==> src/rtl/regfile_read_arbiter.sv <==
// regfile_read_arbiter
//   Round-robin arbiter sharing the single synchronous read port of a
//   16-entry register file among NREQ requesters. Responses return on one
//   shared valid/ready channel tagged with the requester index, in grant order.
//   R0 is hardwired to zero: R0 reads never enable the port and return 0.
//
// Optional feature (macro REGFILE_READ_BYPASS_EN):
//   Adds an RF write-port snoop (wr_en/wr_addr/wr_data). A write to the
//   register being read, seen in the grant cycle or the following cycle,
//   replaces the stale RF data; the most recent write wins.
//
// Ports:
//   clk, rst_n          clock, synchronous active-low reset
//   req_valid[NREQ]     per-requester request valid
//   req_id[NREQ*AW]     packed register ids, requester i at [i*AW +: AW]
//   req_ready[NREQ]     grant, one-hot or zero
//   rf_rd_en, rf_rd_addr  register file read port
//   rf_rd_data          read data, valid the cycle after rf_rd_en
//   rsp_valid/rsp_ready response handshake
//   rsp_src, rsp_data   owner index and data of the response
//   wr_en/wr_addr/wr_data  RF write snoop (REGFILE_READ_BYPASS_EN only)
module regfile_read_arbiter #(
  parameter int NREQ = 4,
  parameter int DW   = 16,
  parameter int AW   = 4,
  parameter int SW   = 2
) (
  input  logic               clk,
  input  logic               rst_n,
  input  logic [NREQ-1:0]    req_valid,
  input  logic [NREQ*AW-1:0] req_id,
  output logic [NREQ-1:0]    req_ready,
  output logic               rf_rd_en,
  output logic [AW-1:0]      rf_rd_addr,
  input  logic [DW-1:0]      rf_rd_data,
  output logic               rsp_valid,
  input  logic               rsp_ready,
  output logic [SW-1:0]      rsp_src,
  output logic [DW-1:0]      rsp_data
`ifdef REGFILE_READ_BYPASS_EN
  ,
  input  logic               wr_en,
  input  logic [AW-1:0]      wr_addr,
  input  logic [DW-1:0]      wr_data
`endif
);

  localparam int unsigned NR = NREQ;

  // Arbitration state
  logic [SW-1:0] r_rr_ptr;

  // Stage S1: read in flight, RF data arrives this cycle
  logic          r_s1_valid;
  logic [SW-1:0] r_s1_src;
  logic          r_s1_zero;
`ifdef REGFILE_READ_BYPASS_EN
  logic [AW-1:0] r_s1_addr;
  logic          r_s1_byp;
  logic [DW-1:0] r_s1_byp_data;
`endif

  // Skid register, absorbs the one read in flight when the output stalls
  logic          r_skid_valid;
  logic [SW-1:0] r_skid_src;
  logic [DW-1:0] r_skid_data;

  // Output register
  logic          r_rsp_valid;
  logic [SW-1:0] r_rsp_src;
  logic [DW-1:0] r_rsp_data;

  // Combinational arbitration signals
  logic          w_hi_found;
  logic          w_lo_found;
  logic [SW-1:0] w_hi_idx;
  logic [SW-1:0] w_lo_idx;
  logic [SW-1:0] w_win;
  logic          w_any;
  logic [AW-1:0] w_win_id;
  logic          w_can_grant;
  logic          w_grant;
  logic [SW-1:0] w_rr_next;
  logic [NREQ-1:0] w_req_ready;
  logic          w_out_free;
  logic [DW-1:0] w_s1_data;

  // Round-robin winner: the lowest requester at or above rr_ptr wins;
  // if none, wrap to the lowest requester overall. Equivalent to scanning
  // rr_ptr, rr_ptr+1, ... modulo NREQ.
  always_comb begin
    w_hi_found = 1'b0;
    w_lo_found = 1'b0;
    w_hi_idx   = '0;
    w_lo_idx   = '0;
    for (int unsigned i = 0; i < NR; i++) begin
      if (req_valid[i]) begin
        if (!w_lo_found) begin
          w_lo_found = 1'b1;
          w_lo_idx   = SW'(i);
        end
        if (!w_hi_found && (SW'(i) >= r_rr_ptr)) begin
          w_hi_found = 1'b1;
          w_hi_idx   = SW'(i);
        end
      end
    end
    w_any = w_lo_found;
    w_win = w_hi_found ? w_hi_idx : w_lo_idx;
  end

  always_comb begin
    w_win_id = '0;
    for (int unsigned i = 0; i < NR; i++) begin
      if (w_win == SW'(i)) begin
        w_win_id = req_id[i*AW +: AW];
      end
    end
  end

  // Grants stop while the skid holds data or the output is stalled, so at
  // most one read (the one already in S1) can land in skid.
  always_comb begin
    w_can_grant = !r_skid_valid && !(r_rsp_valid && !rsp_ready);
    w_grant     = rst_n && w_can_grant && w_any;
    w_rr_next   = (w_win == SW'(NREQ - 1)) ? '0 : w_win + SW'(1);
    w_out_free  = !r_rsp_valid || rsp_ready;
    for (int unsigned i = 0; i < NR; i++) begin
      w_req_ready[i] = w_grant && (w_win == SW'(i));
    end
  end

  assign req_ready  = w_req_ready;
  assign rf_rd_en   = w_grant && (w_win_id != '0);
  assign rf_rd_addr = w_grant ? w_win_id : '0;

  // S1 data select
`ifdef REGFILE_READ_BYPASS_EN
  // A write in this cycle is newer than one captured at grant time.
  always_comb begin
    w_s1_data = rf_rd_data;
    if (r_s1_zero) begin
      w_s1_data = '0;
    end else if (wr_en && (wr_addr == r_s1_addr)) begin
      w_s1_data = wr_data;
    end else if (r_s1_byp) begin
      w_s1_data = r_s1_byp_data;
    end
  end
`else
  always_comb begin
    w_s1_data = r_s1_zero ? '0 : rf_rd_data;
  end
`endif

  // Grant capture into S1
  always_ff @(posedge clk) begin
    if (!rst_n) begin
      r_rr_ptr   <= '0;
      r_s1_valid <= 1'b0;
      r_s1_src   <= '0;
      r_s1_zero  <= 1'b0;
    end else begin
      r_s1_valid <= w_grant;
      if (w_grant) begin
        r_rr_ptr  <= w_rr_next;
        r_s1_src  <= w_win;
        r_s1_zero <= (w_win_id == '0);
      end
    end
  end

`ifdef REGFILE_READ_BYPASS_EN
  // Write seen in the grant cycle; the RF read issued that cycle is stale.
  always_ff @(posedge clk) begin
    if (!rst_n) begin
      r_s1_addr     <= '0;
      r_s1_byp      <= 1'b0;
      r_s1_byp_data <= '0;
    end else if (w_grant) begin
      r_s1_addr     <= w_win_id;
      r_s1_byp      <= wr_en && (wr_addr == w_win_id) && (w_win_id != '0);
      r_s1_byp_data <= wr_data;
    end
  end
`endif

  // Output register and skid. Skid always drains before S1 to keep
  // responses in grant order.
  always_ff @(posedge clk) begin
    if (!rst_n) begin
      r_skid_valid <= 1'b0;
      r_skid_src   <= '0;
      r_skid_data  <= '0;
      r_rsp_valid  <= 1'b0;
      r_rsp_src    <= '0;
      r_rsp_data   <= '0;
    end else if (w_out_free) begin
      if (r_skid_valid) begin
        r_rsp_valid  <= 1'b1;
        r_rsp_src    <= r_skid_src;
        r_rsp_data   <= r_skid_data;
        r_skid_valid <= r_s1_valid;
        if (r_s1_valid) begin
          r_skid_src  <= r_s1_src;
          r_skid_data <= w_s1_data;
        end
      end else if (r_s1_valid) begin
        r_rsp_valid <= 1'b1;
        r_rsp_src   <= r_s1_src;
        r_rsp_data  <= w_s1_data;
      end else begin
        r_rsp_valid <= 1'b0;
      end
    end else if (r_s1_valid) begin
      r_skid_valid <= 1'b1;
      r_skid_src   <= r_s1_src;
      r_skid_data  <= w_s1_data;
    end
  end

  assign rsp_valid = r_rsp_valid;
  assign rsp_src   = r_rsp_src;
  assign rsp_data  = r_rsp_data;

`ifndef SYNTHESIS
  a_ready_onehot : assert property (@(posedge clk) disable iff (!rst_n)
    $onehot0(req_ready));
  a_skid_no_overwrite : assert property (@(posedge clk) disable iff (!rst_n)
    !(r_skid_valid && !w_out_free && r_s1_valid));
`endif

endmodule
==> config.mk <==
export PLATFORM = sky130hd
export DESIGN_NAME = regfile_read_arbiter
export DESIGN_NICKNAME = d
export VERILOG_FILES = /design/src/rtl/regfile_read_arbiter.sv
export SDC_FILE = /design/constraint.sdc
export NUM_CORES = 1
export LEC_CHECK = 0
export CAP_MARGIN = 10
export CORE_ASPECT_RATIO = 0.75
export CORE_MARGIN = 4
export CORE_UTILIZATION = 35
export DETAILED_ROUTE_END_ITERATION = 12
export MAX_ROUTING_LAYER = met4
export PLACE_DENSITY = 0.61
export SLEW_MARGIN = 20
export SYNTH_ARGS = -nofsm -noshare
export SYNTH_HDL_FRONTEND = slang
export SYNTH_SLANG_ARGS = --single-unit
==> constraint.sdc <==
create_clock -name clk -period 3.9 [get_ports clk]
set_input_delay 0.78 -clock clk [delete_from_list [all_inputs] [get_ports clk]]
set_output_delay 0.78 -clock clk [all_outputs]
set_load 0.01 [all_outputs]
==> implementation parameters, run 1 <==
Parameter                              Value

Timing
  Worst Tran Pin Value ... 1000 ps
  Worst-case setup margin in the final layout ... 116.8 ps
  Setup violation total in the final timing report ... 0
  Pins Over Slew Limit ... 0
  Tightest slew margin relative to the limit ... 33.23%
  Final hold vios ... 0
  Setup repair after global routing missed its margin ... no
  Share of the cycle needed by the critical path after routing ... 97.00%
  Crit path time final ... 3783 ps
  Highest clock frequency the design can meet ... 264.3 MHz
  Worst Skew ... 6.306 ps

Setup path
  Critical Path AT ... 3000 ps
  Series of cell instances along the critical path ... dlygate4sd2_1 > o221ai_4 > a21oi_4 > inv_2 > ha_4 > nor4bb_2 > a2111oi_4 > o32ai_2 > or3b_1 > buf_2
  Worst Reg2Reg Path Length in Cells ... 10
  Category of cells accounting for the largest share of critical-path delay ... compound AO/OA/AOI/OAI gates
  Classification of the worst setup path ... input pin to output pin
  CP required ... 3120 ps
  Reg2Reg Capture Point ... r_s1_zero$_SDFFE_PN0P_
  Startpoint type of the worst setup path ... input pin
  Maximum net fanout on the critical path ... 4
  Critical Path Slowest Stage Cell ... sky130_fd_sc_hd__or3b_1
  Launch point of the worst reg-to-reg path ... r_rr_ptr[0]$_SDFFE_PN0P_
  Worst setup EP type ... output pin
  Slowest stage delay, CP ... 380 ps
  Worst R2R Setup Slack ... 1350 ps
  Worst path bufs/invs ... 3

Power
  Total power per unit cell area ... 382.3 mW/mm^2
  Gate power share ... 33.9%
  Max rail drop VDD ... 183.2 uV
  Internal power ... 0.8681 mW
  Clock network fraction of total power ... 24.0%
  Fraction of power consumed by sequential logic ... 42.0%
  Leakage dissipation ... 1.181 nW
  Switching Fraction ... 31.17%
  Total Power Consumption ... 1.261 mW
  Total net switching power ... 0.3932 mW

Finish
  Most used cells in the layout excluding fill and tap cells ... 58 x sky130_fd_sc_hd__clkdlybuf4s50_1, 44 x sky130_fd_sc_hd__dfxtp_1, 38 x sky130_fd_sc_hd__a21oi_1, 25 x sky130_fd_sc_hd__nand2_1, 23 x sky130_fd_sc_hd__nor2_1
  Most frequent standard cell in the layout excluding fill and tap cells ... sky130_fd_sc_hd__clkdlybuf4s50_1
  # fillers ... 546
  Area Growth Syn to Fin ... 51.38%
  Utilization after layout ... 55.77%
  Antenna diode instance count ... 0
  Area of combinational cells with multiple inputs ... 0.001380 sq mm
  Final #Nets ... 378
  Fraction of final layout cells with drive strength greater than 1 ... 19.64%
  Flip-flop and latch area ... 880.8 sq um

Floorplanning
  Placeable core region ... 0.005916 sq mm
  Number of cell rows ... 24
  # IOs ... 67
  Y dimension of the die ... 76.34 um
  Overall die area ... 0.007567 sq mm
  Initial Util ... 36.84%
  DIE WIDTH ... 99.12 um

Worst hold path
  Number of stages on the worst hold path ... 2
  Type of the most critical hold path ... flip-flop to flip-flop
  Capture endpoint of the worst hold path ... r_skid_data[6]$_SDFFE_PN0P_
  Worst Min Path Start ... r_skid_data[6]$_SDFFE_PN0P_

CTS
  Clock buffer depth ... 2
  Clock-pin slew on the worst setup and hold paths ... 80 ps
  Hold buffer count at CTS ... 0
  TritonCTS clock tree ... done
  Clock latency of the later-clocked register in the worst-skew pair ... 300 ps
  Clock root buffer ... sky130_fd_sc_hd__clkbuf_8
  Number of H-tree levels ... 2
  Num Clock Sinks ... 44
  Inserted Clock Buffers ... 5

Synth
  Number of synthesized flops with an enable pin ... 0
  Area of the mapped netlist ... 0.002180 sq mm
  Post-synthesis register bit count ... 44
  Cell count after synthesis ... 259
  Register area share after synthesis ... 40.41%
  Number of distinct library cells after synthesis ... 38
  Post-Syn Area per Cell ... 8.415 sq um
  Dominant register cell in the synthesized netlist ... sky130_fd_sc_hd__dfxtp_1
  Net Count, Synth ... 302
  Synth warn ... 0
  Async set-reset flop share out of synthesis ... 0%

Placement
  HPWL after DPL ... 4229 um
  Port-buffer cells ... 66
  Routability congestion estimate ... 0.7557
  Pre-CTS WS ... -648.0 ps

Job
  Maximum capacitance violations ... 0

Routing
  DRC errors left ... 0
  Wirelength per Cell ... 14.66 um
  Overall routed net length ... 6069 um
  Mean number of vias per cell ... 5.039
  Via count ... 2,086
  Number of nets with antenna violations after detailed routing ... 0
  Iteration-0 DRC count of the detailed router ... 63
  Number of iterations in the first detailed-routing pass ... 4

Global routing
  Overall routing resource usage ... 16.31%
  Number of global-route vias before repair ... 1,950
  First-pass GRT wire length ... 9894 um
  Initial antenna violation count ... 0
  Maximum number of pins on one net before global-route repair ... 41
  Global route overflow ... 0

Outcome
  Status ... finished clean
area by class of cell:
class,instances,area share [%]
Clock buffer,7,2.617
Tap cell,78,2.958
Sequential cell,44,26.70
Clock inverter,1,0.2275
Inverter,10,1.289
Timing Repair Buffer,87,24.38
Multi-Input combinational cell,187,41.83
worst max-delay path by stage:
stage                    end  cells past startpoint  slack, ps    startpoint
global placement    rf_rd_en                     10       -590  req_valid[1]
detailed placement  rf_rd_en                     10       -650  req_valid[1]
global route        rf_rd_en                     10          4  req_valid[3]
floorplan           rf_rd_en                      9        390  req_valid[2]
CTS                 rf_rd_en                     11        -70  req_valid[2]
finish              rf_rd_en                     10        120  req_valid[3]
power groups by stage:
stage	sequential, mW	combinational, mW	clock (mW)
2_1_floorplan	0.527	0.197	0
3_3_place_gp	0.535	0.373	0
3_5_place_dp	0.536	0.375	0
4_1_cts	0.528	0.405	0.311
5_1_grt	0.538	0.465	0.330
6_report	0.530	0.428	0.303
synth_stat cells, drive strengths merged (2+ instances only):
cell type,instances,share of area [%]
nand3b,17,5.9
clkbuf,16,2.8
a211oi,21,7.2
o22ai,2,0.57
a2111oi,2,1.1
nand2,25,4.3
and2,4,1.4
buf,2,0.40
inv,10,2.0
nand2b,2,0.57
o221ai,3,1.2
nor3b,16,5.5
o21ai,5,1.1
dfxtp,44,40
nor2,24,4.1
ha,4,2.3
a21oi,40,9.2
and3b,3,1.3
mux2i,4,1.8
o21a,2,0.69
kinds of logic after synthesis:
group,synth area share [%]
fa+ha+maj,2.296
mux,1.837
flops,40.41
buf+inv,5.109
simple gates,27.10
compound gates,23.25
worst register-to-register path, cell delays in order, from the launching register on:
cell and delay [ps]:
sky130_fd_sc_hd__dfxtp_1 540, sky130_fd_sc_hd__inv_1 80, sky130_fd_sc_hd__a21oi_1 240, sky130_fd_sc_hd__o22ai_4 160
sky130_fd_sc_hd__ha_4 190, sky130_fd_sc_hd__buf_6 130, sky130_fd_sc_hd__and3b_2 230, sky130_fd_sc_hd__a2111oi_4 320
sky130_fd_sc_hd__o32ai_2 150, sky130_fd_sc_hd__buf_4 150, sky130_fd_sc_hd__nor4b_1 270
sequential cells by signal, summed over array words and instances (netlist names):
name          cells
r_rr_ptr          2
r_s1_zero         1
r_s1_valid        1
r_skid_src        2
rsp_data         16
r_skid_data      16
rsp_src           2
rsp_valid         1
r_skid_valid      1
r_s1_src          2
layer usage:
metal  track usage [%]  up-vias  part of all wire (%)
met5                 -        -                     0
li1                  -     1088                     -
met4             3.411        0                  0.96
met3             3.660        7                   3.8
met1             23.66      953                    50
met2             23.06       38                    45
through the flow:
step	setup TNS (ps)	instances	hold slack, ps	area (sq um)
after global routing	0	414	483.7	3299
final	0	414	459.2	3299
after floorplan	0	259	436.0	2180
after global placement	-1696	404	442.9	3014
after CTS	-133.0	413	462.6	3216
after detailed placement	-1922	404	449.4	3014
timing repair:
item                                    in CTS  in global routing
gates resized for setup                     31                 19
endpoints found under the setup margin       5                  3
endpoints found under the hold margin        0                  0
buffers inserted                             1                  1
cloned                                       0                  0
pin swaps                                    5                 11
No activity file was read; power rests on OpenSTA's default activity.
==> inputs of run 2 (changes only) <==
- TNS_END_PERCENT: default -> 1
==> implementation parameters, run 2 (synthesis gave the netlist of run 1 again) <==
Parameter                              Value

Outcome
  Status ... finished clean

Finish
  Most frequent standard cell in the layout excluding fill and tap cells ... sky130_fd_sc_hd__clkdlybuf4s50_1
  Area Growth Syn to Fin ... 48.85%
  Antenna diode instance count ... 0 (unchanged)
  Fraction of final layout cells with drive strength greater than 1 ... 19.10% (-0.54 points)
  Final #Nets ... 377 (-0.26%)
  Most used cells in the layout excluding fill and tap cells ... 58 x sky130_fd_sc_hd__clkdlybuf4s50_1, 44 x sky130_fd_sc_hd__dfxtp_1, 38 x sky130_fd_sc_hd__a21oi_1, 25 x sky130_fd_sc_hd__nand2_1, 23 x sky130_fd_sc_hd__nor2_1
  # fillers ... 551 (+0.92%)

CTS
  Num Clock Sinks ... 44 (unchanged)
  Inserted Clock Buffers ... 5 (unchanged)
  Clock root buffer ... sky130_fd_sc_hd__clkbuf_8
  Clock latency of the later-clocked register in the worst-skew pair ... 300 ps (about the same)
  Clock buffer depth ... 2 (unchanged)
  TritonCTS clock tree ... done
  Hold buffer count at CTS ... 0 (unchanged)
  Number of H-tree levels ... 2 (unchanged)
  Clock-pin slew on the worst setup and hold paths ... 80 ps (about the same)

Setup path
  Launch point of the worst reg-to-reg path ... r_rr_ptr[0]$_SDFFE_PN0P_
  Launch point of the critical path ... req_valid[1]
  CP required ... 3120 ps (about the same)
  Startpoint type of the worst setup path ... input pin
  Classification of the worst setup path ... input pin to output pin
  Worst setup EP type ... output pin
  Maximum net fanout on the critical path ... 8 (+4)
  Critical Path AT ... 3020 ps (+20 ps)

Timing
  Share of the cycle needed by the critical path after routing ... 97.33% (+0.32 points)
  Worst Skew ... 6.579 ps (+0.2732 ps)
  Hold Worst Slack ... 459.9 ps (+0.7050 ps)
  Highest clock frequency the design can meet ... 263.4 MHz (-0.33%)
  Crit path time final ... 3796 ps (+12.65 ps)
  Setup repair after global routing missed its margin ... no
  Tightest slew margin relative to the limit ... 33.10% (-0.13 points)
  Final hold vios ... 0 (unchanged)
  Worst Tran Pin Value ... 1002 ps (+1.927 ps)
  Setup violation total in the final timing report ... 0 (unchanged)
  Pins Over Slew Limit ... 0 (unchanged)
  Worst-case setup margin in the final layout ... 104.2 ps (-12.65 ps)

Worst hold path
  Worst Min Path Start ... r_skid_data[6]$_SDFFE_PN0P_
  Type of the most critical hold path ... flip-flop to flip-flop

Power
  Total power per unit cell area ... 384.3 mW/mm^2 (+0.53%)
  Total net switching power ... 0.3865 mW (-1.7%)
  Internal power ... 0.8603 mW (-0.89%)
  Max rail drop VDD ... 181.1 uV (-1.2%)
  Gate power share ... 33.1% (-0.8 points)
  Switching Fraction ... 31.00% (-0.18 points)
  Fraction of power consumed by sequential logic ... 42.5% (+0.5 points)
  Clock network fraction of total power ... 24.4% (+0.4 points)
  Leakage dissipation ... 1.170 nW (-0.93%)

Routing
  Overall routed net length ... 5977 um (-1.5%)
  Iteration-0 DRC count of the detailed router ... 56 (-11%)
  DRC errors left ... 0 (unchanged)
  Mean number of vias per cell ... 5.024 (-0.29%)
  Via count ... 2,075 (-0.53%)
  Number of iterations in the first detailed-routing pass ... 4 (unchanged)
  Number of nets with antenna violations after detailed routing ... 0 (unchanged)
  Wirelength per Cell ... 14.47 um (-1.3%)

Job
  Maximum capacitance violations ... 0 (unchanged)

Global routing
  Overall routing resource usage ... 16.31% (unchanged)
  Number of global-route vias before repair ... 1,950 (unchanged)
  Global route overflow ... 0 (unchanged)
  Initial antenna violation count ... 0 (unchanged)
  Maximum number of pins on one net before global-route repair ... 41 (unchanged)
  First-pass GRT wire length ... 9894 um (unchanged)

Floorplanning
  DIE WIDTH ... 99.12 um (unchanged)
  # IOs ... 67 (unchanged)
  Initial Util ... 36.84% (unchanged)
  Number of cell rows ... 24 (unchanged)
  Overall die area ... 0.007567 sq mm (unchanged)
  Placeable core region ... 0.005916 sq mm (unchanged)
  Y dimension of the die ... 76.34 um (unchanged)

Placement
  Port-buffer cells ... 66 (unchanged)
  HPWL after DPL ... 4229 um (unchanged)
  Pre-CTS WS ... -648.0 ps (unchanged)
  Routability congestion estimate ... 0.7557 (unchanged)
## run 2: changes by cell type in the layout (fill, tap and decap cells not counted), sizes merged
cell  previous run  this run
buf             22        21
## run 2: worst paths after layout
path	cells past startpoint	slack, ps	endpoint
setup / recovery	11	100	rf_rd_en
hold / removal	2	460	r_skid_data[6]$_SDFFE_PN0P_
setup reg to reg	10	1390	r_s1_zero$_SDFFE_PN0P_
hold reg to reg	2	460	r_skid_data[6]$_SDFFE_PN0P_
## run 2: per-layer routing
metal,vias to the layer above,global-route usage (%),share of wire [%]
met1,943,23.66,51
met2,40,23.06,44
met5,-,-,0
li1,1085,-,-
met3,7,3.660,4.0
met4,0,3.411,0.97
## run 2: layout make-up
class	count	area [sq um]	share of cell area, %
sequential	44	880.8	27.15
clock buffer	7	86.33	2.661
inverter	10	42.54	1.311
timing repair buffer	86	797.0	24.57
tap	78	97.59	3.008
multi-input combinational	187	1333	41.07
clock inverter	1	7.507	0.2314
## run 2: power by group through the flow
stage / registers [mW] / clock network (mW) / logic [mW]
2_1_floorplan: 0.527 / 0 / 0.197
3_3_place_gp: 0.535 / 0 / 0.373
3_5_place_dp: 0.536 / 0 / 0.375
4_1_cts: 0.528 / 0.311 / 0.404
5_1_grt: 0.537 / 0.330 / 0.448
6_report: 0.529 / 0.305 / 0.413
## run 2: worst max-delay path, cell delays in order
cell	delay, ps
sky130_fd_sc_hd__clkbuf_2	140
sky130_fd_sc_hd__a21o_1	190
sky130_fd_sc_hd__a21oi_2	150
sky130_fd_sc_hd__o22ai_2	130
sky130_fd_sc_hd__ha_2	220
sky130_fd_sc_hd__buf_6	140
sky130_fd_sc_hd__and3b_2	230
sky130_fd_sc_hd__a2111oi_4	370
sky130_fd_sc_hd__o32ai_2	150
sky130_fd_sc_hd__or3b_1	380
sky130_fd_sc_hd__buf_2	150
## run 2: through the flow
step	setup TNS, ps	total power, mW	utilization, %	area (sq um)	std cells
6_report	0	1.247	54.84	3244	413
5_1_grt	0	1.315	54.84	3244	413
4_1_cts	-140.1	1.243	54.36	3216	413
3_5_place_dp	-1922	0.9117	50.95	3014	404
3_3_place_gp	-1696	0.9087	50.95	3014	404
2_1_floorplan	0	0.7240	-	2180	259
## run 2: repair_timing
action	CTS	global route
resized for setup	30	14
endpoints found under the setup margin	5	3
setup buffers	1	0
pin swaps	5	10
